$ cat src/rtl/prng_pkg.sv
// Shared types and defaults for the PRNG seed path.
package prng_pkg;

  localparam int unsigned N_REQ_DEF  = 4;
  localparam int unsigned W_DEF      = 32;
  localparam int unsigned HOLD_W_DEF = 16;
  localparam int unsigned CNT_W      = 16;
  // Words the clk2 generator produces per seed; the hold-off exists to let it drain.
  localparam int unsigned PRNG_BATCH = 256;

  typedef enum logic [1:0] {
    IDLE = 2'd0,
    SEND = 2'd1,
    HOLD = 2'd2
  } state_e;

endpackage

$ cat src/rtl/prng_seed_scheduler_rr_arbiter.sv
// Combinational round-robin arbiter: first request at or after ptr, wrapping.
module rr_arbiter #(
  parameter int unsigned N = 4,
  localparam int unsigned IW = (N > 1) ? $clog2(N) : 1
) (
  input  logic [N-1:0]  req,
  input  logic [IW-1:0] ptr,
  output logic [N-1:0]  gnt,
  output logic [IW-1:0] gnt_idx,
  output logic          any
);

  int unsigned idx;
  logic        found;

  always_comb begin
    gnt     = '0;
    gnt_idx = '0;
    any     = |req;
    found   = 1'b0;
    idx     = 0;
    for (int unsigned k = 0; k < N; k++) begin
      idx = 32'(ptr) + k;
      if (idx >= N) idx = idx - N;
      if (!found && req[IW'(idx)]) begin
        found            = 1'b1;
        gnt[IW'(idx)]    = 1'b1;
        gnt_idx          = IW'(idx);
      end
    end
  end

endmodule

$ cat src/rtl/prng_seed_scheduler.sv
// clk1 seed scheduler: round-robin grant of seed requesters onto a valid/done
// handshake, with a programmable hold-off after every completed transfer.
module prng_seed_scheduler
  import prng_pkg::*;
#(
  parameter int unsigned N_REQ  = N_REQ_DEF,
  parameter int unsigned W      = W_DEF,
  parameter int unsigned HOLD_W = HOLD_W_DEF,
  localparam int unsigned IW    = $clog2(N_REQ)
) (
  input  logic                 clk1,
  input  logic                 rst_n,
  input  logic                 cfg_en,
  input  logic [HOLD_W-1:0]    cfg_holdoff,
  input  logic [N_REQ-1:0]     req_valid,
  input  logic [N_REQ*W-1:0]   req_seed,
  output logic [N_REQ-1:0]     req_ready,
  output logic                 hs_valid,
  output logic [W-1:0]         hs_data,
  input  logic                 hs_done_src,
  output logic                 busy,
  output logic [IW-1:0]        last_id,
  output logic [CNT_W-1:0]     seed_cnt
);

  state_e              state, state_nxt;
  logic [IW-1:0]       rr_ptr, rr_ptr_nxt;
  logic [HOLD_W-1:0]   hold_cnt, hold_cnt_nxt;
  logic                hs_valid_nxt;
  logic [W-1:0]        hs_data_nxt;
  logic [IW-1:0]       last_id_nxt;
  logic [CNT_W-1:0]    seed_cnt_nxt;

  logic [N_REQ-1:0]    gnt;
  logic [IW-1:0]       gnt_idx;
  logic                any_req;
  logic [W-1:0]        seed_arr [N_REQ];
  logic                grant_c;

  rr_arbiter #(.N(N_REQ)) u_arb (
    .req     (req_valid),
    .ptr     (rr_ptr),
    .gnt     (gnt),
    .gnt_idx (gnt_idx),
    .any     (any_req)
  );

  always_comb begin
    for (int i = 0; i < int'(N_REQ); i++) seed_arr[i] = req_seed[i*W +: W];
  end

  assign grant_c   = (state == IDLE) && cfg_en && any_req;
  assign req_ready = grant_c ? gnt : '0;

  // State and registered outputs
  always_ff @(posedge clk1 or negedge rst_n) begin
    if (!rst_n) begin
      state    <= IDLE;
      rr_ptr   <= '0;
      hold_cnt <= '0;
      hs_valid <= 1'b0;
      hs_data  <= '0;
      busy     <= 1'b0;
      last_id  <= '0;
      seed_cnt <= '0;
    end else begin
      state    <= state_nxt;
      rr_ptr   <= rr_ptr_nxt;
      hold_cnt <= hold_cnt_nxt;
      hs_valid <= hs_valid_nxt;
      hs_data  <= hs_data_nxt;
      busy     <= (state_nxt != IDLE);
      last_id  <= last_id_nxt;
      seed_cnt <= seed_cnt_nxt;
    end
  end

  // Next-state and next-output logic
  always_comb begin
    state_nxt    = state;
    rr_ptr_nxt   = rr_ptr;
    hold_cnt_nxt = hold_cnt;
    hs_valid_nxt = hs_valid;
    hs_data_nxt  = hs_data;
    last_id_nxt  = last_id;
    seed_cnt_nxt = seed_cnt;
    unique case (state)
      IDLE: begin
        if (grant_c) begin
          hs_data_nxt  = seed_arr[gnt_idx];
          hs_valid_nxt = 1'b1;
          last_id_nxt  = gnt_idx;
          rr_ptr_nxt   = (gnt_idx == IW'(N_REQ - 1)) ? '0 : gnt_idx + IW'(1);
          state_nxt    = SEND;
        end
      end
      SEND: begin
        if (hs_done_src) begin
          hs_valid_nxt = 1'b0;
          seed_cnt_nxt = seed_cnt + CNT_W'(1);
          hold_cnt_nxt = cfg_holdoff;
          state_nxt    = (cfg_holdoff != '0) ? HOLD : IDLE;
        end
      end
      HOLD: begin
        hold_cnt_nxt = hold_cnt - HOLD_W'(1);
        if (hold_cnt == HOLD_W'(1)) state_nxt = IDLE;
      end
      default: state_nxt = IDLE;
    endcase
  end

endmodule

$ cat config.mk
export PLATFORM = sky130hd
export DESIGN_NAME = prng_seed_scheduler
export DESIGN_NICKNAME = d
export VERILOG_FILES = /design/src/rtl/prng_pkg.sv /design/src/rtl/prng_seed_scheduler_rr_arbiter.sv /design/src/rtl/prng_seed_scheduler.sv
export SDC_FILE = /design/constraint.sdc
export NUM_CORES = 1
export LEC_CHECK = 0
export ABC_CLOCK_PERIOD_IN_PS = 3500
export CAP_MARGIN = 20
export CORE_MARGIN = 2
export CORE_UTILIZATION = 60
export CTS_CLUSTER_SIZE = 25
export DETAILED_ROUTE_END_ITERATION = 10
export DONT_BUFFER_PORTS = 1
export HOLD_SLACK_MARGIN = 0.02
export PLACE_DENSITY_LB_ADDON = 0.2
export SLEW_MARGIN = 0
export SYNTH_ARGS = -nofsm -noshare
export SYNTH_HDL_FRONTEND = slang
export SYNTH_SLANG_ARGS = --single-unit
$ cat constraint.sdc
create_clock -name clk1 -period 3.5 [get_ports clk1]
set_input_delay 0.35 -clock clk1 [delete_from_list [all_inputs] [get_ports clk1]]
set_output_delay 0.35 -clock clk1 [all_outputs]
set_load 0.02 [all_outputs]
Yosys cells after proc, flatten, opt, wreduce, memory -nomap -nowiden
Index checks and enable logic that the tools add are counted.
{"block": "word_totals", "inputBits": 152, "register_bits": 72, "word_cells": 109, "out_inout_bits": 56}
{"block": "op_classes", "n_reduce_logical": 22, "n_lt_le_gt_ge": 13, "add_sub_neg": 10, "n_eq_ne": 6, "n_mux": 46, "n_bitwise": 4}
{"cell": "32-bit binary-select mux with 2-bit select", "count": 1}
{"cell": "32-bit 2-to-1 mux", "count": 2}
{"cell": "16-bit case mux with 2 select lines", "count": 1}
{"cell": "2-bit 2-to-1 mux", "count": 13}
{"cell": "4-bit 2-to-1 mux", "count": 5}
{"cell": "16-bit by 1-bit adder with 16-bit output (second input constant)", "count": 1}
{"cell": "16-bit by 1-bit == test with 1-bit output (second input constant)", "count": 1}
{"cell": "16-bit 2-to-1 mux", "count": 1}
{"cell": "16-bit nonzero test", "count": 1}
{"cell": "16-bit by 1-bit subtractor with 16-bit output (second input constant)", "count": 1}
{"cell": "1-bit 2-to-1 mux", "count": 13}
{"cell": "3-bit greater-or-equal comparator (second input constant)", "count": 4}
{"cell": "2-bit by 3-bit less-than comparator with 1-bit output (second input constant)", "count": 4}
{"cell": "4-bit bitwise OR", "count": 3}
{"cell": "1-bit logical AND", "count": 9}
{"cell": "1-bit binary-select mux with 2-bit select", "count": 4}
{"cell": "1-bit demux with 2-bit select", "count": 4}
{"cell": "2-bit by 1-bit greater-or-equal comparator with 1-bit output (second input constant)", "count": 4}
{"cell": "2-bit by 1-bit subtractor with 2-bit output (second input constant)", "count": 4}
{"cell": "2-bit by 2-bit adder with 3-bit output (second input constant)", "count": 2}
{"cell": "2-bit case mux with 3 select lines", "count": 1}
{"cell": "2-bit AND reduction", "count": 3}
{"cell": "2-bit nonzero test", "count": 3}
{"cell": "2-bit == test (second input constant)", "count": 2}
{"cell": "other kinds (11)", "count": 14}

Depth between registers and ports, before layout
Gate-level depths: netlist of run 1.
{"block": "logic_depth", "ltp_word": 18, "depth_mapped": 12, "depth_no_buf": 9}

Hierarchy
From an unflattened synthesis of run 1, not the netlist that was laid out.
{"block": "hier_totals", "cells_unflattened": 433, "area_unflattened_um2": 4406.7}
{"module": "prng_seed_scheduler", "seq_area_each_um2": 1801.7, "cells_per_inst": 382, "area_per_inst_um2": 3960.0, "instances": 1}
{"module": "rr_arbiter", "seq_area_each_um2": 0.0, "cells_per_inst": 51, "area_per_inst_um2": 446.7, "instances": 1}

Least setup slack after synthesis of run 1
No wires, ideal clock.
{"block": "synth_timing", "path_kind": "reg2out", "from": "register rr_ptr[1]", "to": "output req_ready[0]", "path_buffers": 1, "stages_incl_launch_ff": 10, "path_slack_ns": 0.808, "t_arrival_ns": 2.342, "required_ns": 3.150, "cell_sequence": "dfrtp_1 -> buf_2 -> inv_1 -> ha_1 -> mux4_2 -> a211oi_1 -> a22oi_1 -> nor2_1 -> a221oi_1 -> nor2_1"}
{"block": "synth_via", "elab_chain_len": 15, "elab_cells_between_ends": 60, "cone_classes": "add/sub (7); order compare (12); mux (28); bitwise (3); reduce/logical (10)"}
{"item": "start: declaration", "line_no": "prng_seed_scheduler.sv:27", "source": "logic [IW-1:0] rr_ptr, rr_ptr_nxt;"}
{"item": "start signal: assignment", "line_no": "prng_seed_scheduler.sv:68", "source": "rr_ptr <= rr_ptr_nxt;"}
{"item": "parallel branches: the longest is 13 deep, another holds 2-bit by 1-bit adder with 3-bit output"}
{"item": "4-bit 2-to-1 mux *", "line_no": "prng_seed_scheduler_rr_arbiter.sv:25", "source": "if (!found && req[IW'(idx)]) begin"}
{"item": "4-bit 2-to-1 mux *", "line_no": "prng_seed_scheduler.sv:53", "source": "assign req_ready = grant_c ? gnt : '0;"}
{"item": "end: declaration", "line_no": "prng_seed_scheduler.sv:17", "source": "output logic [N_REQ-1:0] req_ready,"}
Mark *: on every way between the ends. The select of a mux whose other input is x is not followed.

Worst setup path in the final report of run 1
{"block": "layout_timing", "from": "register rr_ptr[1]", "to": "output req_ready[1]"}
Same word-level chain as after synthesis.

==> flow_metrics.tcl, run 1 <==
set metrics [dict create \
    post-route-period-util_pct 93.49 \
    wl_um 11430 \
    crit_family "compound AO/OA/AOI/OAI gates" \
    min_to "hold_cnt[13]" \
    synth_top_area_share_pct 39.97 \
    setup_tns_ns 0 \
    grt_pass1_vias 3470 \
    slew_headroom_pct 33.38 \
    ios 208 \
    area_growth_pct 6.328 \
    row_count 31 \
    ys_ff_latch 72 \
    rr_worst_depth 10 \
    synth_top_family_by_area "compound AO/OA/AOI/OAI gates" \
    p_leak_nw 2.198 \
    synth_area_leaders "dfrtp_1, mux2i_1, nor2_1" \
    num_vias 3602 \
    path_cells "inv_1, ha_1, mux4_2, a211oi_1, a22oi_1, nor2_1, a221oi_1, nor2_1" \
    max_freq_mhz 305.6 \
    drt_iter0_markers 169 \
    drv_slew 0 \
    cts.root.buffer_cell "clkbuf_8" \
    fin_crit_ns 3.272 \
    grt_use_total_pct 27.38 \
    ys_seq_area_share_pct 39.97 \
    power_density_nw_per_um2 1005 \
    cp.buffers_inverters 1 \
    end_kind "primary output" \
    outcome "finished clean" \
    setup_viol 0 \
    synth_edf_count 0 \
    min_path_cells 1 \
    rr_endpoint "hs_data[29]" \
    wire_per_inst_um 20.63 \
    grt_pass1_wl_um 17980 \
    crit_type "register to primary output" \
    place_hpwl_um 8331 \
    htreeDepth 3 \
    critPathSlowestCell "dfrtp_2" \
    overflow 0 \
    maxCapViolCount 0 \
    antenna_found_initial 0 \
    timing.rr.start "rr_ptr[1]" \
    grt_max_degree 73 \
    vdd_drop_max_mv 0.5516 \
    synth_area_per_cell_um2 9.864 \
    r2r_setup_slack_ns 0.53 \
    synth_compound_area_share_pct 18.93 \
    yosys_warnings 0 \
    slowest_delay_ns 0.51 \
    die_area_um2 8223 \
    rsz0062_at_grt "false" \
    synth.area.mux_share_pct 14.60 \
    clock_latency_ns 0.34 \
    hold_start "cfg_holdoff[13]" \
    drc 0 \
    die_w_um 90.68 \
    gp_congestion 0.8540 \
    drive_above_1_share_pct 7.912 \
    core_area_um2 7253 \
    cts_buffers 9 \
    ys_types 54 \
    cts.clk_slew.worst_paths_ns 0.07 \
    fp.dieH_um 90.68 \
    postRouteAntennaNets 0 \
    portBuffers 0 \
    critPathMaxFanout 12 \
    crit_top_cell "nor2_1" \
    worstSetupStartpointType "register" \
    cts_tree "built" \
    hold_violations 0 \
    via_per_inst 6.502 \
    synth-async-reset-ratio_pct 100.0 \
    ys.flop_type "dfrtp_1" \
    crit_required_ns 3.15 \
    crit_arrival_ns 2.92 \
    synth_fa_ha_area_share_pct 3.053 \
    synthSimpleGateAreaFrac_pct 15.74 \
    yosys.area_share.xor_xnor_pct 3.303 \
    synth_top_cell_by_area "dfrtp_1" \
    worst_pin_slew_ns 0.9970 \
    clkSinkCount 72 \
    cts_max_path_buffers 2 \
    drt_pass1_iterations 4 \
    nFillCells 608 \
    syn_area_um2 4508 \
    skew_ns 0.01013 \
    synth_cells 457 \
    syn-num-nets 620 \
    start_util_pct 62.15 \
    postLayoutCoreUtil_pct 66.09 \
    hp-class "primary input to register" \
    nets 613 \
    diodes 0 \
    post_cts_buffers 0 \
]
-- state kept, by name (all words and copies together), names as in the netlist --
signal    flops
hs_data      32
hold_cnt     16
seed_cnt     16
last_id       2
rr_ptr        2
state         2
busy          1
hs_valid      1
-- routing by layer --
layer,GRT usage [%],wire length [µm]
met5,0,0
met4,8.846,231
met3,8.932,901
met2,45.83,5769
met1,33.44,4524
-- where the power goes --
part	total (mW)	internal [mW]	switching (mW)
Clock	0.729	0.417	0.312
Combinational	2.31	1.06	1.25
Sequential	1.78	1.17	0.606
Total	4.82	2.65	2.17
-- Yosys cell counts, drive strengths merged (10+ instances only) --
cell and number:
a221o 12, a2bb2oi 23, buf 16, dfrtp 72, ha 11, mux2i 59, nand2 33, nand3 13
nor2 57, nor3 10, o21ai 33, xnor2 14
-- timing repair --
action / CTS / global route
resized for setup: 0 / 1
hold buffers: 2 / 0
hold endpoints to repair: 72 / 0
endpoints found under the setup margin: 0 / 4
-- final cells by class --
cell class / instances / area, µm² / share of cell area [%]
multi-input cells: 353 / 2532 / 52.83
inverters: 7 / 26.28 / 0.5482
clock buffers: 10 / 137.6 / 2.871
repair buffers: 7 / 87.58 / 1.827
well taps: 99 / 123.9 / 2.584
flip-flops and latches: 72 / 1803 / 37.61
clock inverters: 6 / 82.58 / 1.723
-- kinds of logic after synthesis --
family | after synthesis
simple gates | 147
xor+xnor | 17
compound gates | 115
buf+inv | 32
fa+ha+maj | 11
flops | 72
mux | 63
-- worst max path at each step --
| stage | from | to | slack, ns | cells after the start |
|---|---|---|---|---|
| 6_report | rr_ptr[1] | req_ready[1] | 0.23 | 8 |
| 5_1_grt | rr_ptr[1] | req_ready[1] | 0.02 | 8 |
| 4_1_cts | rr_ptr[1] | req_ready[1] | 0.08 | 8 |
| 3_5_place_dp | rr_ptr[1] | hs_data[18] | 0.42 | 10 |
| 3_3_place_gp | rr_ptr[1] | hs_data[31] | 0.54 | 10 |
| 2_1_floorplan | rr_ptr[1] | req_ready[0] | 0.81 | 9 |
-- cells in the final DEF (no fill, tap or decap), types with 4 or more instances in the layout --
master	netlist	routed
xnor2_1	14	14
nand2_1	31	31
a21oi_1	5	5
mux2i_1	59	59
o22ai_1	9	9
a211oi_1	6	6
inv_1	7	7
nand4_1	6	6
clkbuf_8	0	10
a221oi_1	4	4
buf_4	1	4
a221o_1	12	12
o21ai_0	5	5
nand2b_1	6	6
o21ai_1	26	26
a2bb2oi_1	23	23
nand3b_1	4	4
nor2_1	55	55
nor4_1	8	8
nand3_1	12	12
ha_1	11	11
nor3_1	10	10
dfrtp_1	72	71
a22oi_1	5	5
-- per-stage QoR --
step                instances  hold WS, ns  total power [mW]  setup slack [ns]  instance area (µm²)
floorplan                 457      0.05441             3.704            0.8081                 4508
global placement          536      0.05583             3.980            0.5386                 4534
detailed placement        536      0.05619             4.075            0.4233                 4534
CTS                       554       0.1066             4.831           0.08286                 4792
global route              554       0.1112             5.140           0.02375                 4793
finish                    554       0.1242             4.818            0.2279                 4793
No activity file was read; power rests on OpenSTA's default activity.
==> inputs of run 2 (changes only) <==
--- a/config.mk
+++ b/config.mk
@@ -8,3 +8,2 @@
 export ABC_CLOCK_PERIOD_IN_PS = 3500
-export CAP_MARGIN = 20
 export CORE_MARGIN = 2
--- a/constraint.sdc
+++ b/constraint.sdc
@@ -3,2 +3,2 @@
 set_output_delay 0.35 -clock clk1 [all_outputs]
-set_load 0.02 [all_outputs]
+set_load 0.01 [all_outputs]
==> run 2 against run 1 <==
Global-route usage increased by 0.39 points. Combinational power about the same. Register-to-register slack got worse by 0.13 ns. Sequential power decreased by 9.6%. Final cell count unchanged. Fmax increased by 0.29%. Clock power increased by 3.0%. Highest routed layer unchanged. First-iteration DRC count increased by 20%. Power decreased by 3.1%. Sequential cell count unchanged. Die area unchanged.
==> flow_metrics.tcl, run 2 (synthesis results as in run 1) <==
set metrics [dict create \
    fin_crit_ns 3.263 \
    mostFrequentLayoutCells "dfrtp_1, mux2i_1, nor2_1" \
    clkSinkCount 72 \
    internal-power_mw 2.657 \
    slew_headroom_pct 32.44 \
    crit_type "register to primary output" \
    wl_um 11440 \
    fp.dieH_um 90.68 \
    diodes 0 \
    portBuffers 0 \
    critPathMaxFanout 12 \
    setup_slack_ns 0.2374 \
    power_density_nw_per_um2 971.2 \
    hp-class "primary input to register" \
    post_cts_buffers 0 \
    gp_congestion 0.8522 \
    post-route-period-util_pct 93.22 \
    clkPwrFrac_pct 16.1 \
    crit_arrival_ns 2.91 \
    row_count 31 \
    nFillCells 586 \
    largest_registers "hs_data (32), hold_cnt (16), seed_cnt (16)" \
    ios 208 \
    nets 613 \
    outcome "finished clean" \
    p_comb_share_pct 49.3 \
    setup_tns_ns 0 \
    drt_pass1_iterations 4 \
    num_vias 3649 \
    worst_pin_slew_ns 1.011 \
    postRouteAntennaNets 0 \
    wire_per_inst_um 20.66 \
    dp_slack_ns 0.4482 \
    drv_slew 0 \
    layout_commonest_cell "dfrtp_1" \
    core_area_um2 7253 \
    vdd_drop_max_mv 0.4739 \
    setup_viol 0 \
    grt_max_degree 73 \
    die_w_um 90.68 \
    via_per_inst 6.587 \
    place_hpwl_um 8274 \
    cts.clk_slew.worst_paths_ns 0.07 \
    regMostFlops "hs_data" \
    p_leak_nw 2.201 \
    hold_violations 0 \
    maxCapViolCount 0 \
    max_freq_mhz 306.5 \
    start_util_pct 62.15 \
    r2r_setup_slack_ns 0.40 \
    cts.root.buffer_cell "clkbuf_8" \
    cts_tree "built" \
    skew_ns 0.01194 \
    grt_use_total_pct 27.77 \
    end_kind "primary output" \
    drive_above_1_share_pct 7.912 \
    largest_reg_flops 32 \
    crit_required_ns 3.15 \
    grt_pass1_vias 3540 \
    area_growth_pct 6.578 \
    cts_buffers 9 \
    cts_max_path_buffers 2 \
    switching_share_pct 43.07 \
    die_area_um2 8223 \
    drc 0 \
    drt_iter0_markers 202 \
    worstSetupStartpointType "register" \
    htreeDepth 3 \
    rsz0062_at_grt "false" \
    antenna_found_initial 0 \
    overflow 0 \
    p_seq_share_pct 34.6 \
    switchingPower_mw 2.010 \
    clock_latency_ns 0.34 \
    grt_pass1_wl_um 18330 \
]
==> run 2: cell count changes in the layout (fill, tap and decap cells not counted) <==
| cell | change |
|---|---|
| clkinv_2 | -2 |
| dfrtp_1 | +1 |
| dfrtp_2 | -1 |
| a211oi_2 | +1 |
| a211oi_1 | -1 |
| inv_6 | +2 |
==> run 2: power groups by stage <==
| stage | clock (mW) | combinational, mW | sequential, mW |
|---|---|---|---|
| 2_1_floorplan | 0 | 2.02 | 1.51 |
| 3_3_place_gp | 0 | 2.20 | 1.61 |
| 3_5_place_dp | 0 | 2.27 | 1.63 |
| 4_1_cts | 0.768 | 2.29 | 1.61 |
| 5_1_grt | 0.803 | 2.55 | 1.65 |
| 6_report | 0.751 | 2.30 | 1.61 |
==> run 2: what timing repair did <==
| action | CTS | global route |
|---|---|---|
| hold buffers | 2 | 0 |
| gates resized for setup | 0 | 1 |
| hold endpoints to repair | 72 | 0 |
| setup endpoints to repair | 0 | 4 |
==> run 2: per-layer routing <==
metal,share of wire (%),vias up,global-route usage (%)
met5,0,-,0
met4,1.5,0,8.205
met3,7.9,14,8.932
met2,51,165,46.64
met1,39,1782,34.18
li1,-,1688,-
==> run 2: critical path, cell delays in order (launching register included) <==
cell and delay, ns:
dfrtp_1 0.61, inv_1 0.19, ha_1 0.45, mux4_2 0.44, a211oi_2 0.35, a22oi_1 0.14, nor2_1 0.12, a221oi_1 0.06
nor2_1 0.22
==> run 2: worst paths after layout <==
kind,startpoint,end,cells past startpoint
max in group asynchronous,rst_n,last_id[1],2
min in group asynchronous,rst_n,seed_cnt[15],2
worst min register to register,hold_cnt[14],hold_cnt[14],1
worst max-delay path,rr_ptr[1],req_ready[2],8
worst min-delay path,cfg_holdoff[13],hold_cnt[13],1
worst max register to register,rr_ptr[1],hs_data[10],10
==> run 2: area by class of cell <==
type / count / area [µm²] / share of cell area [%]
multi-input combinational: 353 / 2537 / 52.81
sequential: 72 / 1802 / 37.50
clock buffer: 10 / 137.6 / 2.865
tap: 99 / 123.9 / 2.578
clock inverter: 6 / 90.09 / 1.875
timing repair buffer: 7 / 87.58 / 1.823
inverter: 7 / 26.28 / 0.5469
==> run 2: metrics by stage <==
step | hold slack (ns) | std cells | total power [mW] | instance area, µm² | utilization [%]
6_report | 0.1315 | 554 | 4.666 | 4805 | 66.24
3_3_place_gp | 0.05583 | 536 | 3.809 | 4534 | 62.52
3_5_place_dp | 0.05601 | 536 | 3.899 | 4534 | 62.52
4_1_cts | 0.1154 | 554 | 4.677 | 4800 | 66.17
2_1_floorplan | 0.05441 | 457 | 3.530 | 4508 | -
5_1_grt | 0.1221 | 554 | 5.008 | 4805 | 66.24
